### config.mk
export PLATFORM = sky130hd
export DESIGN_NAME = key_repeater
export DESIGN_NICKNAME = d
export VERILOG_FILES = /design/src/rtl/key_repeater_pkg.sv /design/src/rtl/key_timer.sv /design/src/rtl/key_repeater.sv
export SDC_FILE = /design/constraint.sdc
export NUM_CORES = 1
export LEC_CHECK = 0
export CORE_ASPECT_RATIO = 0.6
export CORE_UTILIZATION = 55
export CTS_BUF_LIST = sky130_fd_sc_hd__clkbuf_2 sky130_fd_sc_hd__clkbuf_4 sky130_fd_sc_hd__clkbuf_8
export DETAILED_ROUTE_END_ITERATION = 16
export PLACE_DENSITY_LB_ADDON = 0.15
export SETUP_SLACK_MARGIN = 0.15
export SLEW_MARGIN = 20
export SYNTH_ARGS = -nofsm -noshare
export SYNTH_HDL_FRONTEND = slang
export SYNTH_HIERARCHICAL = 1
export SYNTH_SLANG_ARGS = --single-unit
### constraint.sdc
create_clock -name clk -period 3.05 [get_ports clk]
set_input_delay 0.61 -clock clk [delete_from_list [all_inputs] [get_ports clk]]
set_output_delay 0.61 -clock clk [all_outputs]
set_load 0.05 [all_outputs]
### src/rtl/key_repeater_pkg.sv
// Shared key-handling definitions.
// State encoding reused by every key block.
package key_repeater_pkg;

    typedef enum logic [1:0] {
        IDLE   = 2'd0,
        HOLD   = 2'd1,
        REPEAT = 2'd2
    } key_state_t;

endpackage

### src/rtl/key_timer.sv
// Hold/repeat interval counter.
// Saturates at the terminal count so it can never wrap.
module key_timer #(
    parameter int CNT_WIDTH = 24
) (
    input  logic                 clk,
    input  logic                 rst,
    input  logic                 en,
    input  logic                 clr,
    input  logic [CNT_WIDTH-1:0] tc,
    output logic                 done
);

    logic [CNT_WIDTH-1:0] count;

    always_ff @(posedge clk or negedge rst) begin
        if (!rst) begin
            count <= '0;
        end else if (en) begin
            if (clr) begin
                count <= '0;
            end else if (!done) begin
                count <= count + CNT_WIDTH'(1);
            end
        end
    end

    assign done = (count == tc);

endmodule

### src/rtl/key_repeater.sv
// Key press / auto-repeat / release pulse generator.
// Consumes a debounced level and emits registered event pulses.
module key_repeater
    import key_repeater_pkg::*;
#(
    parameter int CNT_WIDTH    = 24,
    parameter int HOLD_COUNT   = 5000000,
    parameter int REPEAT_COUNT = 1000000
) (
    input  logic       clk,
    input  logic       rst,
    input  logic       en,
    input  logic       in,
    output logic       press,
    output logic       release_pulse,
    output logic       held,
    output logic [7:0] press_count
);

    localparam logic [CNT_WIDTH-1:0] HOLD_TC   = CNT_WIDTH'(HOLD_COUNT - 1);
    localparam logic [CNT_WIDTH-1:0] REPEAT_TC = CNT_WIDTH'(REPEAT_COUNT - 1);

    key_state_t           state, state_n;
    logic                 in_q;
    logic                 rise, fall;
    logic                 press_n, rel_n, held_n;
    logic [7:0]           cnt_n;
    logic                 tmr_clr, tmr_done;
    logic [CNT_WIDTH-1:0] tmr_tc;

    assign rise   = in & ~in_q;
    assign fall   = ~in & in_q;
    assign tmr_tc = (state == REPEAT) ? REPEAT_TC : HOLD_TC;

    key_timer #(
        .CNT_WIDTH(CNT_WIDTH)
    ) u_timer (
        .clk (clk),
        .rst (rst),
        .en  (en),
        .clr (tmr_clr),
        .tc  (tmr_tc),
        .done(tmr_done)
    );

    always_comb begin
        state_n = state;
        press_n = 1'b0;
        rel_n   = 1'b0;
        held_n  = held;
        tmr_clr = 1'b0;
        unique case (state)
            IDLE: begin
                tmr_clr = 1'b1;
                if (rise) begin
                    state_n = HOLD;
                    press_n = 1'b1;
                end else if (fall) begin
                    rel_n = 1'b1;
                end
            end
            HOLD, REPEAT: begin
                // release takes priority over a coincident expiry
                if (fall) begin
                    state_n = IDLE;
                    rel_n   = 1'b1;
                    held_n  = 1'b0;
                    tmr_clr = 1'b1;
                end else if (tmr_done && in) begin
                    state_n = REPEAT;
                    press_n = 1'b1;
                    held_n  = 1'b1;
                    tmr_clr = 1'b1;
                end
            end
            default: begin
                state_n = IDLE;
                held_n  = 1'b0;
                tmr_clr = 1'b1;
            end
        endcase
        cnt_n = press_n ? press_count + 8'd1 : press_count;
    end

    always_ff @(posedge clk or negedge rst) begin
        if (!rst) begin
            state         <= IDLE;
            in_q          <= 1'b0;
            press         <= 1'b0;
            release_pulse <= 1'b0;
            held          <= 1'b0;
            press_count   <= 8'd0;
        end else if (en) begin
            state         <= state_n;
            in_q          <= in;
            press         <= press_n;
            release_pulse <= rel_n;
            held          <= held_n;
            press_count   <= cnt_n;
        end else begin
            press         <= 1'b0;
            release_pulse <= 1'b0;
        end
    end

endmodule
==> results of run 1 <==
power groups by stage:
| stage | Clock, uW | Combinational (uW) | Sequential, uW |
|---|---|---|---|
| global placement | 0 | 881 | 753 |
| detailed placement | 0 | 901 | 757 |
| CTS | 384 | 907 | 748 |
| finish | 375 | 920 | 755 |
| global route | 407 | 994 | 770 |
| floorplan | 0 | 563 | 820 |
per-layer routing:
metal  share of wire (%)  routed length (um)  vias up
met5                   0                   0        -
met4                0.67                  52        0
met3                 9.8                 759        8
met2                  41                3150      134
met1                  49                3790     1251
li1                    -                   -     1235
state kept, by name (all words and copies together) (netlist names):
name           flops
held               1
in_q               1
press              1
press_count        8
release_pulse      1
state              2
u_timer/count     24
synth_stat cells (9+ instances only):
master / instances / area, sq um
a21oi_1: 13 / 65.1
clkbuf_1: 10 / 37.5
dfrtp_1: 38 / 951
inv_1: 22 / 82.6
nand2_1: 28 / 105
nand3_1: 9 / 45.0
nor2_1: 13 / 48.8
nor4_1: 12 / 75.1
o211ai_1: 12 / 90.1
o221ai_1: 9 / 78.8
xor2_1: 25 / 219
repair_timing:
action                     in CTS  in global routing
setup endpoints to repair       0                  9
gates resized for setup         0                  2
hold buffers                    0                  0
worst max-delay path: stages (launching register included):
cell and delay [ns]:
dfrtp_1 0.40, inv_1 0.09, ha_2 0.22, inv_1 0.10
xor2_1 0.17, nor4_1 0.19, nand4_1 0.20, nor2_4 0.15
nand2_1 0.09, nand3_4 0.09, buf_4 0.19, nor2b_1 0.08
and2_1 0.16, a221o_1 0.25, a211o_1 0.22
logic make-up (layout without fill, tap and decap cells):
family	Yosys count	count (layout)	share of synthesized area (%)
other	2	21	0.263
AO/OA/AOI/OAI	83	83	23.3
AND/OR/NAND/NOR	113	113	23.5
XOR/XNOR	33	33	10.1
adder cells (fa/ha/maj)	5	5	2.19
flip-flops	38	38	33.3
buffers and inverters	43	60	6.65
multiplexers	2	2	0.744
area by class of cell:
| cell class | instances | area (sq um) | area share (%) |
|---|---|---|---|
| clock buffer | 6 | 82.6 | 2.53 |
| timing repair buffer | 29 | 248 | 7.60 |
| tap | 63 | 78.8 | 2.42 |
| inverter | 23 | 86.3 | 2.65 |
| clock inverter | 2 | 12.5 | 0.384 |
| sequential | 38 | 951 | 29.2 |
| multi-input combinational | 257 | 1800 | 55.3 |
through the flow:
stage	hold slack, ns	setup WS (ns)	total power [uW]	std cells	instance area, sq um
after floorplan	0.314	0.161	1380	338	2940
after global placement	0.469	0.366	1630	410	3160
after detailed placement	0.490	0.239	1660	410	3160
after CTS	0.461	0.197	2040	418	3260
after global routing	0.499	0.156	2170	418	3260
final	0.429	0.325	2050	418	3260
path summary, 6_finish.rpt:
check	from	end	cells after the start
setup reg to reg	state[0]	u_timer/count[15]	14
setup / recovery	state[0]	u_timer/count[15]	14
min in group clk	press_count[6]	press_count[6]	1
hold / removal	rst	u_timer/count[6]	1
hold reg to reg	press_count[6]	press_count[6]	1
max in group asynchronous	rst	u_timer/count[7]	1
==> impl_metrics.tcl, run 1 <==
set metrics [dict create \
    status "completed" \
    combPwrFrac_pct 44.9 \
    grt_util_met1_pct 48.7 \
    fp-row-count 19 \
    port_buffers 14 \
    p_leak_uw 0.00137 \
    clk_latency_ns 0.29 \
    numCtsBuffers 5 \
    met3_usage_pct 7.22 \
    fin_nets 363 \
    avgSynthCellArea_sq_um 8.96 \
    cts_max_path_buffers 2 \
    grt_setup_unrepaired "false" \
    cts_tree "built" \
    setup_tns_ns 0 \
    overflow 0 \
    yosysSeqAreaShare_pct 33.3 \
    utilization_pct 68.2 \
    vias 2628 \
    crit_type "reg2reg" \
    routed_wl_um 7750 \
    cp.required_ns 3.24 \
    gr-usage-all-layers_pct 30.2 \
    worstSetupStartpointType "flop" \
    clk_pin_slew_ns 0.08 \
    layout_common_cells "dfrtp_1 (38), nand2_1 (27), xor2_1 (25)" \
    top_usage_layer "met1" \
    drt_iter0_markers 252 \
    ys_warn_count 6 \
    switchingPower_uw 931 \
    cap_violations 0 \
    synth_seq_cells 38 \
    grt_max_degree 39 \
    synthArstFlopShare_pct 100 \
    intPower_uw 1120 \
    grt_antenna_before_repair 0 \
    vdd_drop_max_v 0.000451 \
    cp.arrival_ns 2.91 \
    dp_hpwl_um 5600 \
    p_clk_share_pct 18.3 \
    synth_edf_count 0 \
    antenna_cells 0 \
    power.share.switching_pct 45.4 \
    cp_max_fo 12 \
    grt_pass1_wl_um 12300 \
    htree_num_levels 2 \
    drtPass1Iterations 6 \
    hold_viol 0 \
    drc_errors 0 \
    gp_congestion 0.894 \
    finalCritPeriodShare_pct 89.3 \
    synth_cells 319 \
    syn_area_sq_mm 0.00286 \
    area_growth_pct 14.0 \
    cts_num_sinks 38 \
    start_util_pct 59.8 \
    n_fill_cell 361 \
    finalClockSkew_ns 0.00362 \
    layout_commonest_cell "dfrtp_1" \
    die_h_um 57.8 \
    ios 15 \
    r2r_slack_ns 0.33 \
    fp.dieW_um 95.1 \
    synth_cell_types 61 \
    slew_violations 0 \
    setup_viol 0 \
    tightest_slew_ns 0.878 \
    synth_ff_type "dfrtp_1" \
    post_drt_via_cell_ratio 6.29 \
    drtAntennaViolNets 0 \
    met2_usage_pct 39.9 \
    min_period_ns 2.72 \
    power_density_mw_per_mm2 629 \
    worstHoldPathType "in2async" \
    pwr-share-seq_pct 36.8 \
    drive_above_1_share_pct 11.3 \
    post_cts_buffers 0 \
    grt_pass1_vias 2316 \
    routedWlPerCell_um 18.6 \
    die_area_sq_mm 0.00550 \
    worst_setup_path_end_kind "flop" \
    cts_root_buf "clkbuf_8" \
    relSlewSlack_pct 41.5 \
    clock.fmax_mhz 367 \
    core_sq_mm 0.00478 \
]
No activity file was read; power rests on OpenSTA's default activity.
==> run 2, diff against run 1 <==
--- a/config.mk
+++ b/config.mk
@@ -10,6 +10,7 @@
 export CTS_BUF_LIST = sky130_fd_sc_hd__clkbuf_2 sky130_fd_sc_hd__clkbuf_4 sky130_fd_sc_hd__clkbuf_8
 export DETAILED_ROUTE_END_ITERATION = 16
 export PLACE_DENSITY_LB_ADDON = 0.15
+export REMOVE_ABC_BUFFERS = 1
 export SETUP_SLACK_MARGIN = 0.15
 export SLEW_MARGIN = 20
 export SYNTH_ARGS = -nofsm -noshare
==> run 2 against run 1 <==
  * Utilization rose by 0.078 points
  * Total power is 1.9% higher
  * Routed wire length down 5.2%
  * Worst setup slack worse by 0.0038 ns
  * Highest routed layer unchanged
  * Sequential cell count unchanged
  * Critical path depth down 1
  * Non-clock buffer count is 1 lower
  * Global-route usage decreased by 1.3 points
  * Fmax is 0.14% lower
  * Combinational power shrank 2%
  * Sequential power is essentially flat
==> impl_metrics.tcl, run 2 (synthesized netlist as in run 1, its figures left out) <==
set metrics [dict create \
    cp_common_cell "inv_1" \
    crit_chain "inv_1, ha_1, inv_1, xor2_1, nor4_1, nand4_1, nor2_2, nand2_1, nand3_4, inv_1, buf_4, o2111a_1, a311o_1" \
    cts_root_buf "clkbuf_8" \
    regMostFlops "u_timer/count" \
    cts_max_path_buffers 2 \
    drc_errors 0 \
    numCtsBuffers 5 \
    area_growth_pct 14.2 \
    layout_setup_ws_ns 0.321 \
    worstHoldPathType "in2async" \
    clock.fmax_mhz 366 \
    grt_pass1_wl_um 11900 \
    grt_setup_unrepaired "false" \
    layout_common_cells "dfrtp_1 (38), nand2_1 (27), xor2_1 (25)" \
    slew_violations 0 \
    worst-path-buf-inv 4 \
    fp.dieW_um 95.1 \
    finalCritPeriodShare_pct 89.5 \
    cap_violations 0 \
    p_leak_uw 0.00138 \
    post_cts_buffers 0 \
    fin_nets 362 \
    clk_latency_ns 0.30 \
    drive_above_1_share_pct 10.7 \
    cts_num_sinks 38 \
    n_fill_cell 394 \
    cts_hold_buf 0 \
    slowest_stage "dfrtp_1" \
    gp_congestion 0.925 \
    dp_hpwl_um 5330 \
    routedWlPerCell_um 17.6 \
    finalClockSkew_ns 0.00218 \
    power_density_mw_per_mm2 640 \
    layout_commonest_cell "dfrtp_1" \
    relSlewSlack_pct 41.5 \
    vias 2547 \
    hold_viol 0 \
    overflow 0 \
    dp_slack_ns 0.110 \
    grt_pass1_vias 2233 \
    status "completed" \
    port_buffers 14 \
    routed_wl_um 7350 \
    grt_antenna_before_repair 0 \
    top_regs "u_timer/count x24, press_count x8, state x2" \
    clk_pin_slew_ns 0.08 \
    antenna_cells 0 \
    cp.required_ns 3.24 \
    cts_tree "built" \
    placed_cells 409 \
    gr-usage-all-layers_pct 28.9 \
    cp_top_family "simple AND/OR/NAND/NOR gates" \
    tightest_slew_ns 0.878 \
    die_h_um 57.8 \
    die_area_sq_mm 0.00550 \
    grt_max_degree 39 \
    worstSetupStartpointType "flop" \
    fin_total_pwr_uw 2090 \
    cp.arrival_ns 2.91 \
    cp_max_fo 19 \
    setup_tns_ns 0 \
    worst_setup_path_end_kind "flop" \
    setup_viol 0 \
    htree_num_levels 2 \
    drtPass1Iterations 5 \
    post_drt_via_cell_ratio 6.11 \
    crit_type "reg2reg" \
    drt_iter0_markers 175 \
    final_cells 417 \
    largest_reg_flops 24 \
    min_period_ns 2.73 \
    vdd_drop_max_v 0.000427 \
    drtAntennaViolNets 0 \
    start_util_pct 59.8 \
    fp-row-count 19 \
    critical-path-max-stage-delay_ns 0.40 \
    core_sq_mm 0.00478 \
    ios 15 \
]
run 2: cell types whose count changed in the layout (fill, tap and decap cells not counted):
cell,previous run,this run
buf_4,15,14
bufinv_16,0,1
clkbuf_8,6,5
clkinv_2,1,2
clkinvlp_4,1,0
ha_1,4,5
ha_2,1,0
nand2_2,1,0
nand2_4,1,2
nor2_2,0,1
nor2_4,1,0
run 2: path summary, 6_finish.rpt:
check / start / to / slack [ns] / cells past startpoint
setup reg to reg: state[0] / u_timer/count[1] / 0.32 / 13
max in group asynchronous: rst / u_timer/count[15] / 2.08 / 1
hold reg to reg: press_count[7] / press_count[7] / 0.48 / 1
hold / removal: rst / u_timer/count[4] / 0.43 / 1
min in group clk: press_count[7] / press_count[7] / 0.48 / 1
setup / recovery: state[0] / u_timer/count[1] / 0.32 / 13
run 2: timing repair:
| item | CTS | global route |
|---|---|---|
| setup endpoints to repair | 4 | 11 |
| gates resized for setup | 1 | 2 |
| pin swaps | 0 | 2 |
| gates cloned | 0 | 0 |
run 2: worst register-to-register path: cells and delay by family, from the launching register on:
family                   cells  cell delay, ns
AO/OA/AOI/OAI                2            0.47
AND/OR/NAND/NOR              5            0.79
XOR/XNOR                     1            0.18
adder cells (fa/ha/maj)      1            0.23
buffers and inverters        4            0.55
flip-flops                   1            0.40
run 2: area by class of cell:
cell class / count / area [sq um] / area share, %
Inverter: 23 / 86.3 / 2.64
Clock inverter: 3 / 40.0 / 1.23
Timing Repair Buffer: 28 / 240 / 7.36
Tap cell: 63 / 78.8 / 2.41
Clock buffer: 5 / 68.8 / 2.11
Sequential cell: 38 / 951 / 29.1
Multi-Input combinational cell: 257 / 1800 / 55.1
run 2: report_power, final:
group / switching, uW / internal (uW)
Clock: 191 / 241
Combinational: 582 / 321
Sequential: 153 / 600
Total: 926 / 1160
run 2: metrics by stage:
stage | util (%) | instance area, sq um | hold slack [ns]
detailed placement | 65.8 | 3150 | 0.470
floorplan | - | 2830 | 0.314
CTS | 68.2 | 3260 | 0.463
global route | 68.3 | 3260 | 0.502
global placement | 65.8 | 3150 | 0.464
finish | 68.3 | 3260 | 0.429
run 2: routing by layer:
| metal | vias to the layer above | share of wire [%] | GRT usage (%) |
|---|---|---|---|
| met5 | - | 0 | 0 |
| met4 | 0 | 0.57 | 5.84 |
| met3 | 5 | 8.6 | 4.86 |
| met2 | 96 | 40 | 39.1 |
| met1 | 1213 | 51 | 47.3 |
| li1 | 1233 | - | - |
